==> config.mk <==
export PLATFORM = sky130hd
export DESIGN_NAME = hazard_ctrl
export DESIGN_NICKNAME = d
export VERILOG_FILES = /design/src/rtl/hazard_ctrl.sv
export SDC_FILE = /design/constraint.sdc
export NUM_CORES = 1
export LEC_CHECK = 0
export CORE_UTILIZATION = 48
export CTS_CLUSTER_DIAMETER = 150
export CTS_CLUSTER_SIZE = 25
export DETAILED_ROUTE_END_ITERATION = 10
export GPL_TIMING_DRIVEN = 0
export PLACE_DENSITY_LB_ADDON = 0.05
export RECOVER_POWER = 100
export SETUP_SLACK_MARGIN = 0.02
export SYNTH_ARGS = -nofsm -noshare
export SYNTH_HDL_FRONTEND = slang
export SYNTH_SLANG_ARGS = --single-unit
==> constraint.sdc <==
create_clock -name clk -period 1.77 [get_ports clk]
set_input_delay 0.2655 -clock clk [delete_from_list [all_inputs] [get_ports clk]]
set_output_delay 0.2655 -clock clk [all_outputs]
set_load 0.02 [all_outputs]
==> src/rtl/hazard_ctrl.sv <==
// hazard_ctrl: scoreboard-based stall and forwarding control for the 5-stage MIPS pipeline.
// Define HAZARD_MDU_EN to include the HI/LO unit busy countdown (md_busy, MDU stall).
module hazard_ctrl #(
    parameter int MULT_LAT = 5,
    parameter int DIV_LAT  = 10
) (
    input  logic       clk,
    input  logic       reset,
    input  logic [4:0] d_rs,
    input  logic [4:0] d_rt,
    input  logic [1:0] d_tuse_rs,
    input  logic [1:0] d_tuse_rt,
    input  logic [4:0] d_a3,
    input  logic [1:0] d_tnew,
    input  logic       d_md_use,
    input  logic       d_md_start,
    input  logic       d_md_div,
    output logic       stall,
    output logic [1:0] fwd_rs_d,
    output logic [1:0] fwd_rt_d,
    output logic [1:0] fwd_rs_e,
    output logic [1:0] fwd_rt_e,
    output logic       fwd_rt_m,
    output logic       md_busy
);
    logic [4:0] r_e_rs, r_e_rt, r_e_a3, r_m_rt, r_m_a3, r_w_a3;
    logic [1:0] r_e_tnew, r_m_tnew;
    logic       w_stall_rs, w_stall_rt, w_stall_md;

    // A nearer producer that is not ready yet hides older copies; the stall covers it.
    function automatic logic [1:0] f_fwd_d(input logic [4:0] r);
        return r == 5'd0 ? 2'b00 :
               r == r_e_a3 ? (r_e_tnew == 2'd0 ? 2'b11 : 2'b00) :
               r == r_m_a3 ? (r_m_tnew == 2'd0 ? 2'b01 : 2'b00) :
               r == r_w_a3 ? 2'b10 : 2'b00;
    endfunction

    function automatic logic [1:0] f_fwd_e(input logic [4:0] r);
        return (r != 5'd0 && r == r_m_a3 && r_m_tnew == 2'd0) ? 2'b01 :
               (r != 5'd0 && r == r_w_a3) ? 2'b10 : 2'b00;
    endfunction

    always_comb begin
        w_stall_rs = d_rs != 5'd0 && ((r_e_a3 == d_rs && r_e_tnew > d_tuse_rs) ||
                                      (r_m_a3 == d_rs && r_m_tnew > d_tuse_rs));
        w_stall_rt = d_rt != 5'd0 && ((r_e_a3 == d_rt && r_e_tnew > d_tuse_rt) ||
                                      (r_m_a3 == d_rt && r_m_tnew > d_tuse_rt));
        stall    = w_stall_rs | w_stall_rt | w_stall_md;
        fwd_rs_d = f_fwd_d(d_rs);
        fwd_rt_d = f_fwd_d(d_rt);
        fwd_rs_e = f_fwd_e(r_e_rs);
        fwd_rt_e = f_fwd_e(r_e_rt);
        fwd_rt_m = r_m_rt != 5'd0 && r_m_rt == r_w_a3;
    end

    always_ff @(posedge clk) begin
        if (reset) begin
            r_e_rs   <= '0;
            r_e_rt   <= '0;
            r_e_a3   <= '0;
            r_e_tnew <= '0;
            r_m_rt   <= '0;
            r_m_a3   <= '0;
            r_m_tnew <= '0;
            r_w_a3   <= '0;
        end else begin
            r_e_rs   <= stall ? 5'd0 : d_rs;
            r_e_rt   <= stall ? 5'd0 : d_rt;
            r_e_a3   <= stall ? 5'd0 : d_a3;
            r_e_tnew <= stall ? 2'd0 : d_tnew;
            r_m_rt   <= r_e_rt;
            r_m_a3   <= r_e_a3;
            r_m_tnew <= r_e_tnew == 2'd0 ? 2'd0 : r_e_tnew - 2'd1;
            r_w_a3   <= r_m_a3;
        end
    end

`ifdef HAZARD_MDU_EN
    logic       r_e_start, r_e_div;
    logic [3:0] r_cnt;

    always_ff @(posedge clk) begin
        if (reset) begin
            r_e_start <= 1'b0;
            r_e_div   <= 1'b0;
            r_cnt     <= '0;
        end else begin
            r_e_start <= stall ? 1'b0 : d_md_start;
            r_e_div   <= stall ? 1'b0 : d_md_div;
            r_cnt     <= r_e_start ? (r_e_div ? 4'(DIV_LAT - 1) : 4'(MULT_LAT - 1)) :
                         r_cnt != 4'd0 ? r_cnt - 4'd1 : r_cnt;
        end
    end

    assign md_busy    = r_e_start | (r_cnt != 4'd0);
    assign w_stall_md = d_md_use & md_busy;
`else
    logic w_unused_md;
    assign w_unused_md = ^{d_md_use, d_md_start, d_md_div, MULT_LAT[0], DIV_LAT[0]};
    assign md_busy     = 1'b0;
    assign w_stall_md  = 1'b0;
`endif
endmodule

# == Word-level counts from Yosys, hierarchy flattened ==
# Index checks and enable logic that the tools add are counted.
# totals
register_bits,34
wordCells,69
input_bits,26
# op_classes
n_reduce_logical,26
bitwise,1
magnitude_cmp,4
muxes,14
n_eq_ne,15
addsub,1
# op_table
operator,n
5-bit == test,15
2-bit two-way mux,13
5-bit nonzero test,5
1-bit logical AND,13
5-bit zero test,2
2-bit > comparator,4
2-bit zero test,2
2-bit OR reduction,2
1-bit logical OR,2
2-bit by 1-bit subtractor with 2-bit output (second input constant),1
1-bit two-way mux,1
1-bit OR,1

# == Depth between registers and ports, before layout ==
# Gate-level depths: netlist of the first run.
# logic_depth
depth_word,6
mapped_depth,8
depth_no_buf,7

# == Worst setup path before layout of the first run ==
# Ideal clock, no wire load.
# synth_timing
kind,reg-to-output
startpoint,reg r_e_rt[1]
endpoint,out fwd_rt_e[1]
t_arrival_ns,1.820
path_buffers,0
required_time_ns,1.505
path_stages_with_launch,5
slack_ns,-0.315
path_cell_list,dfxtp_1 -> or4_1 -> nor2_1 -> nor4_1 -> nor4_1
# synth_between
elab_chain_cells,4
word_cells_on_any_way,8
# synth_rtl
item,line_no,rtl
start: declaration,26,"logic [4:0] r_e_rs, r_e_rt, r_e_a3, r_m_rt, r_m_a3, r_w_a3;"
start signal: assignment,68,r_e_rt <= stall ? 5'd0 : d_rt;
"5-bit == test, or another cell as far along",40,(r != 5'd0 && r == r_w_a3) ? 2'b10 : 2'b00;
"1-bit logical AND, on equally long branches","40, 39",
2-bit two-way mux or 1-bit logical AND (tied branches),"40, 39",
2-bit two-way mux (*),39,return (r != 5'd0 && r == r_m_a3 && r_m_tnew == 2'd0) ? 2'b01 :
end: declaration,22,"output logic [1:0] fwd_rt_e,"
# Mark *: on every way between the ends. The rest lies on a longest branch, timed or not.

# == Worst setup path in the final report of the first run ==
# layout_timing
startpoint,reg r_m_a3[2]
endpoint,out fwd_rs_d[0]
# layout_between
elab_chain_cells,4
# layout_rtl
item,line_no,rtl
start: declaration,26,
start signal: assignment,72,r_m_a3 <= r_e_a3;
5-bit == test,34,r == r_m_a3 ? (r_m_tnew == 2'd0 ? 2'b01 : 2'b00) :
2-bit two-way mux,34,
2-bit two-way mux,33,r == r_e_a3 ? (r_e_tnew == 2'd0 ? 2'b11 : 2'b00) :
2-bit two-way mux,32,return r == 5'd0 ? 2'b00 :
end: declaration,19,"output logic [1:0] fwd_rs_d,"
# Every way passes these cells.

==> metrics.cfg, run 1 <==
[power]
p_leak_nw=1.35
p_sw_uw=626
comb_power_share_pct=27.5
peakVddDrop_uv=568
powerDensity_nw_per_um2=637
p_int_mw=1.53
swShare_pct=29.1
seq_power_share_pct=39.8
clockPowerShare_pct=32.7

[critical_path]
end_kind=output port
path_cells=xor2_1 -> nor3_2 -> nand3_2 -> or4b_4 -> a21oi_4 -> buf_6
critPathLaunchType=flop
ff2ff_setup_slack_ns=-0.17
slowest_delay_ns=0.52
cp.required_ns=1.50
cp_slowest_cell=or4b_4
cp_num_buf_inv=1
crit_family=simple AND/OR/NAND/NOR gates
critPathKind=flop to output port
cp_max_fo=2
worstPathArrival_ns=1.90

[clock_tree]
clk_pin_slew_worst_paths_ns=0.07
cts_tree=built
ctsHoldBuffers=0
clk_path_buf_depth=2
cts_buffers=5
insertion_delay_ns=0.29
cts_root_buf=clkbuf_8
htree_levels=2
cts.sinks=34

[hold_path]
hp-class=input port to flop

[layout]
multiInputGateArea_um2=1700
final_util_pct=76.6
fin_nets=329
final_layout_size_suffix_gt1_share_pct=51.2
area_growth_pct=51.9
fillers=299
instances_no_fill=347
final_cell_area_um2=3380
ff_latch_area_um2=738
num_antenna_cells=0

[yosys]
synth-seq-area-share_pct=30.6
synth_flop_cell=dfxtp_1
synthArstFlopShare_pct=0
synth_edf_count=0
ys_warn_count=0
synth_cell_types=32
avgSynthCellArea_um2=9.71
syn_nets=264
yosys.area.top_type=dfxtp_1
syn-cell-area_um2=2220
synth_commonest_cells=dfxtp_1, xor2_1, xnor2_1
synth_top_area_share_pct=30.6
synth_cells=229
ys_ff_latch=34
synthTopCellsByArea=dfxtp_1, xor2_1, xnor2_1
yosysMostFrequentCell=dfxtp_1

[global_route]
grt_overflow_total=0
grt_first_pass_wirelength_um=9860
antenna_found_initial=0
groute.usage.overall_pct=26.7
grt_pass1_vias=1904
grt_max_degree=11

[routing]
drtAntennaViolNets=0
routedWlPerCell_um=18.9
vias_per_cell=5.56
drt_wl_total_um=6570
wl_met1_um=2680
detail_route.iter0.violations=107
dr.pass1.iters=4
drc_errors=0
route.met2.wl_um=3420
route.vias.total=1928
highest_layer=met4
met3_length_um=352

[sta]
finalHoldViolCount=0
min_period_over_period_pct=122
rsz0062_at_grt=yes
layout_setup_ws_ns=-0.393
setup_violations=26
fin_crit_ns=2.16
fmax_ghz=0.462
skew_ns=0.00455
finalMaxSlewViolations=0

[placement]
place_hpwl_um=3880
placed_area_um2=2680
portBuffers=32
place_inst=313
place_ws_ns=-1.44
place.gp.congestion=0.754

[floorplan]
fp.dieH_um=70.1
fp.coreArea_um2=4410
fp-row-count=24
initial_core_util_pct=50.4
die_area_um2=4910
num_io_pins=37
fp.dieW_um=70.1

[run_status]
violations=negative setup slack
status=finished, violations left

[run]
drv_cap=0

-- worst reg2reg max path: stages (launching register included) --
cell and delay, ns:
dfxtp_4 0.37, xor2_2 0.15, nor3_2 0.22, nand3_2 0.15, a2111oi_4 0.34, buf_4 0.21, buf_8 0.13, buf_12 0.11
buf_12 0.11, nor4_2 0.04
-- cell usage in the layout (no fill, tap or decap), types with 6 or more instances in the layout --
| master | instances |
|---|---|
| clkdlybuf4s50_1 | 8 |
| buf_2 | 7 |
| dfxtp_4 | 12 |
| nor4_4 | 6 |
| buf_6 | 15 |
| buf_4 | 25 |
| xnor2_1 | 21 |
| xor2_1 | 29 |
| nand2b_1 | 13 |
| nor2b_1 | 15 |
| dfxtp_1 | 12 |
| nor4_2 | 13 |
| dfxtp_2 | 10 |
| inv_1 | 7 |
| nor3_2 | 6 |
-- cells by family (layout without fill, tap and decap cells) --
| kind of cell | after synthesis | in the layout | synth area share [%] |
|---|---|---|---|
| AND/OR/NAND/NOR | 91 | 91 | 30.3 |
| XOR/XNOR | 54 | 54 | 21.3 |
| flip-flops | 34 | 34 | 30.6 |
| buffers and inverters | 26 | 92 | 5.62 |
| AO/OA/AOI/OAI | 14 | 14 | 6.97 |
| adder cells (fa/ha/maj) | 9 | 9 | 5.06 |
| other | 1 | 1 | 0.169 |
-- flip-flops by register name, indices dropped and copies added (netlist names) --
name      flops
r_e_a3        5
r_e_rs        5
r_e_rt        5
r_m_a3        5
r_m_rt        5
r_w_a3        5
r_e_tnew      2
r_m_tnew      2
-- metrics by stage --
step           hold WS (ns)  setup TNS, ns  power (mW)
2_1_floorplan         0.397         -0.285        1.18
3_3_place_gp          0.461         -19.01        1.33
3_5_place_dp          0.463         -19.57        1.34
4_1_cts               0.256          -5.04        2.10
5_1_grt               0.265          -5.69        2.23
6_report              0.257          -4.32        2.15
-- final cells by class --
cell class / instances / area share [%]
multi-input combinational: 169 / 50.4
sequential: 34 / 21.8
timing repair buffer: 68 / 19.4
buffer: 7 / 2.33
clock buffer: 7 / 2.26
tap: 52 / 1.93
inverter: 9 / 1.00
clock inverter: 1 / 0.889
-- power by group through the flow --
stage | combinational, mW | sequential (mW) | clock, mW
detailed placement | 0.478 | 0.861 | 0
CTS | 0.542 | 0.854 | 0.704
floorplan | 0.325 | 0.851 | 0
finish | 0.592 | 0.857 | 0.703
global placement | 0.469 | 0.861 | 0
global route | 0.631 | 0.861 | 0.740
-- timing repair --
item	in CTS	in global routing
gates resized for setup	150	46
gates cloned	1	1
buffers inserted	23	12
pin swaps	34	12
setup endpoints to repair	27	27
-- worst paths after layout --
path / from / endpoint / depth (start not counted)
worst max register to register: r_m_a3[4]$_SDFF_PP0_ / r_e_rs[2]$_SDFF_PP0_ / 9
worst max-delay path: r_m_a3[2]$_SDFF_PP0_ / fwd_rs_d[0] / 6
worst min-delay path: d_rs[2] / r_e_rs[2]$_SDFF_PP0_ / 3
worst min register to register: r_e_tnew[0]$_SDFF_PP0_ / r_m_tnew[0]$_SDFF_PP0_ / 1
-- metal layers --
metal	global-route usage, %	vias up
met2	46.0	54
met5	0	-
met1	33.4	949
met3	4.33	11
met4	9.56	0
li1	-	914
No activity file was read; power rests on OpenSTA's default activity.
==> run 2: changes to the inputs <==
--- a/config.mk
+++ b/config.mk
@@ -5,12 +5,13 @@
 export SDC_FILE = /design/constraint.sdc
 export NUM_CORES = 1
 export LEC_CHECK = 0
+export CORE_ASPECT_RATIO = 1.4
 export CORE_UTILIZATION = 48
 export CTS_CLUSTER_DIAMETER = 150
 export CTS_CLUSTER_SIZE = 25
 export DETAILED_ROUTE_END_ITERATION = 10
 export GPL_TIMING_DRIVEN = 0
-export PLACE_DENSITY_LB_ADDON = 0.05
+export PLACE_DENSITY = 0.76
 export RECOVER_POWER = 100
 export SETUP_SLACK_MARGIN = 0.02
 export SYNTH_ARGS = -nofsm -noshare
==> run 2 against run 1 <==
  * The run still ends with negative setup slack left
  * Clock-buffer cell count stayed put
  * Cell count rose by 0.58%
  * Die area about the same
  * Wire length down 3.6%
  * Worst setup slack got worse by 0.023 ns
  * Fmax fell by 1.0%
  * Critical path depth stayed put
==> metrics.cfg, run 2 (same netlist as run 1, synthesis figures left out) <==
[clock_tree]
ctsHoldBuffers=0  ; unchanged
clk_pin_slew_worst_paths_ns=0.07  ; about the same
cts.sinks=34  ; unchanged
cts_root_buf=clkbuf_8
htree_levels=2  ; unchanged
cts_buffers=5  ; unchanged
insertion_delay_ns=0.30  ; about the same
cts_tree=built
clk_path_buf_depth=2  ; unchanged

[layout]
fin_nets=323  ; -1.8%
instances_no_fill=349  ; +0.58%
ff_latch_area_um2=728  ; -1.4%
num_antenna_cells=0  ; unchanged
layout_commonest_cell=xor2_1
multiInputGateArea_um2=1690  ; -1.0%
final_cell_area_um2=3250  ; -3.9%
fillers=305  ; +2.0%
final_layout_size_suffix_gt1_share_pct=49.1  ; -2.1 points
area_growth_pct=46.0
final_cell_mix=xor2_1, buf_4, xnor2_1

[routing]
drc_errors=0  ; unchanged
route.vias.total=1896  ; -1.7%
drtAntennaViolNets=0  ; unchanged
vias_per_cell=5.43  ; -2.2%
routedWlPerCell_um=18.2  ; -4.2%
detail_route.iter0.violations=36  ; -66%
dr.pass1.iters=6  ; +2
drt_wl_total_um=6340  ; -3.6%

[sta]
maxSlewHeadroom_pct=64.2
skew_ns=0.0124  ; +0.00790 ns
rsz0062_at_grt=yes
fin_crit_ns=2.19  ; +0.0227 ns
min_period_over_period_pct=123  ; +1.3 points
layout_setup_ws_ns=-0.416  ; -0.0227 ns
fin_tns_setup_ns=-3.16  ; +1.16 ns
worstMarginPinSlew_ns=0.536
setup_violations=19  ; -27%
finalHoldViolCount=0  ; unchanged
finalMaxSlewViolations=0  ; unchanged
fmax_ghz=0.458  ; -1.0%

[critical_path]
critPathKind=flop to output port
critPathLaunchType=flop
cp_slowest_cell=or4b_4
slowest_delay_ns=0.50  ; -0.02 ns
path_cells=xor2_1 -> nor3_2 -> nand3_2 -> or4b_4 -> a21oi_4 -> buf_6
worstPathArrival_ns=1.92  ; +0.02 ns
cp.required_ns=1.50  ; about the same
end_kind=output port
cp_max_fo=3  ; +1

[floorplan]
initial_core_util_pct=51.2  ; +0.81 points
fp-row-count=28  ; +17%
fp.dieH_um=82.6  ; +18%
die_area_um2=4910  ; about the same
fp.coreArea_um2=4340  ; -1.6%
num_io_pins=37  ; unchanged
fp.dieW_um=59.5  ; -15%

[placement]
place_hpwl_um=3740  ; -3.9%
placed_area_um2=2690  ; +0.37%
place_inst=321  ; +2.6%
place.gp.congestion=0.907  ; +20%
portBuffers=32  ; unchanged

[power]
peakVddDrop_uv=536  ; -5.6%
powerDensity_nw_per_um2=626  ; -1.7%
p_leak_nw=1.29  ; -4.5%

[run_status]
violations=negative setup slack
status=finished, violations left

[global_route]
grt_pass1_vias=1759  ; -7.6%
antenna_found_initial=0  ; unchanged
busiest_layer=met2
grt_overflow_total=0  ; unchanged
grtUsageMet3_pct=5.45  ; +1.1 points
groute.usage.overall_pct=24.9  ; -1.8 points
use_met1_pct=27.7  ; -5.7 points
use_met2_pct=43.9  ; -2.1 points
grt_first_pass_wirelength_um=8730  ; -11%
grt_max_degree=11  ; unchanged

[run]
drv_cap=0  ; unchanged

[hold_path]
hp-class=input port to flop

## run 2: layer usage
layer / wire (um) / share of wire [%]
met5: 0 / 0
met4: 292 / 4.6
met3: 256 / 4.0
met2: 3350 / 53
met1: 2440 / 38
## run 2: worst paths after layout
check                    startpoint              endpoint  slack [ns]  cells past startpoint
max            r_m_a3[4]$_SDFF_PP0_           fwd_rs_d[0]       -0.42                      6
min                         d_rs[2]  r_e_rs[2]$_SDFF_PP0_        0.31                      3
max reg2reg  r_e_tnew[0]$_SDFF_PP0_  r_e_rt[0]$_SDFF_PP0_       -0.11                      7
min reg2reg    r_e_a3[4]$_SDFF_PP0_  r_m_a3[4]$_SDFF_PP0_        0.49                      1
## run 2: layout make-up
| class | count | share of cell area, % |
|---|---|---|
| clock buffer | 7 | 2.66 |
| sequential | 34 | 22.4 |
| buffer | 7 | 2.27 |
| multi-input combinational | 169 | 51.9 |
| inverter | 9 | 1.04 |
| timing repair buffer | 62 | 17.2 |
| clock inverter | 1 | 0.154 |
| tap | 60 | 2.31 |
## run 2: critical path: cells and delay by family, from the launching register on
family | cells | cell delay [ns]
buffers and inverters | 1 | 0.13
DFF | 1 | 0.36
AOI/OAI and AO/OA | 1 | 0.14
xor gates and xnor gates | 1 | 0.17
and+or+nand+nor | 3 | 0.82
## run 2: through the flow
stage,utilization (%),setup slack (ns),hold slack [ns],power (mW)
final,74.7,-0.416,0.311,2.03
after CTS,68.8,-0.371,0.302,1.96
after floorplan,-,-0.124,0.397,1.18
after detailed placement,61.8,-1.51,0.440,1.34
after global routing,74.7,-0.463,0.325,2.11
after global placement,61.8,-1.45,0.446,1.33
## run 2: power breakdown
group / internal, mW / switching, mW
Clock: 0.314 / 0.285
Sequential: 0.804 / 0.0556
Combinational: 0.289 / 0.285
Total: 1.41 / 0.626
## run 2: timing repair
action / in CTS / in global routing
endpoints found under the setup margin: 27 / 27
buffers inserted: 19 / 10
pin swaps: 23 / 13
cloned: 0 / 1
resized for setup: 132 / 41
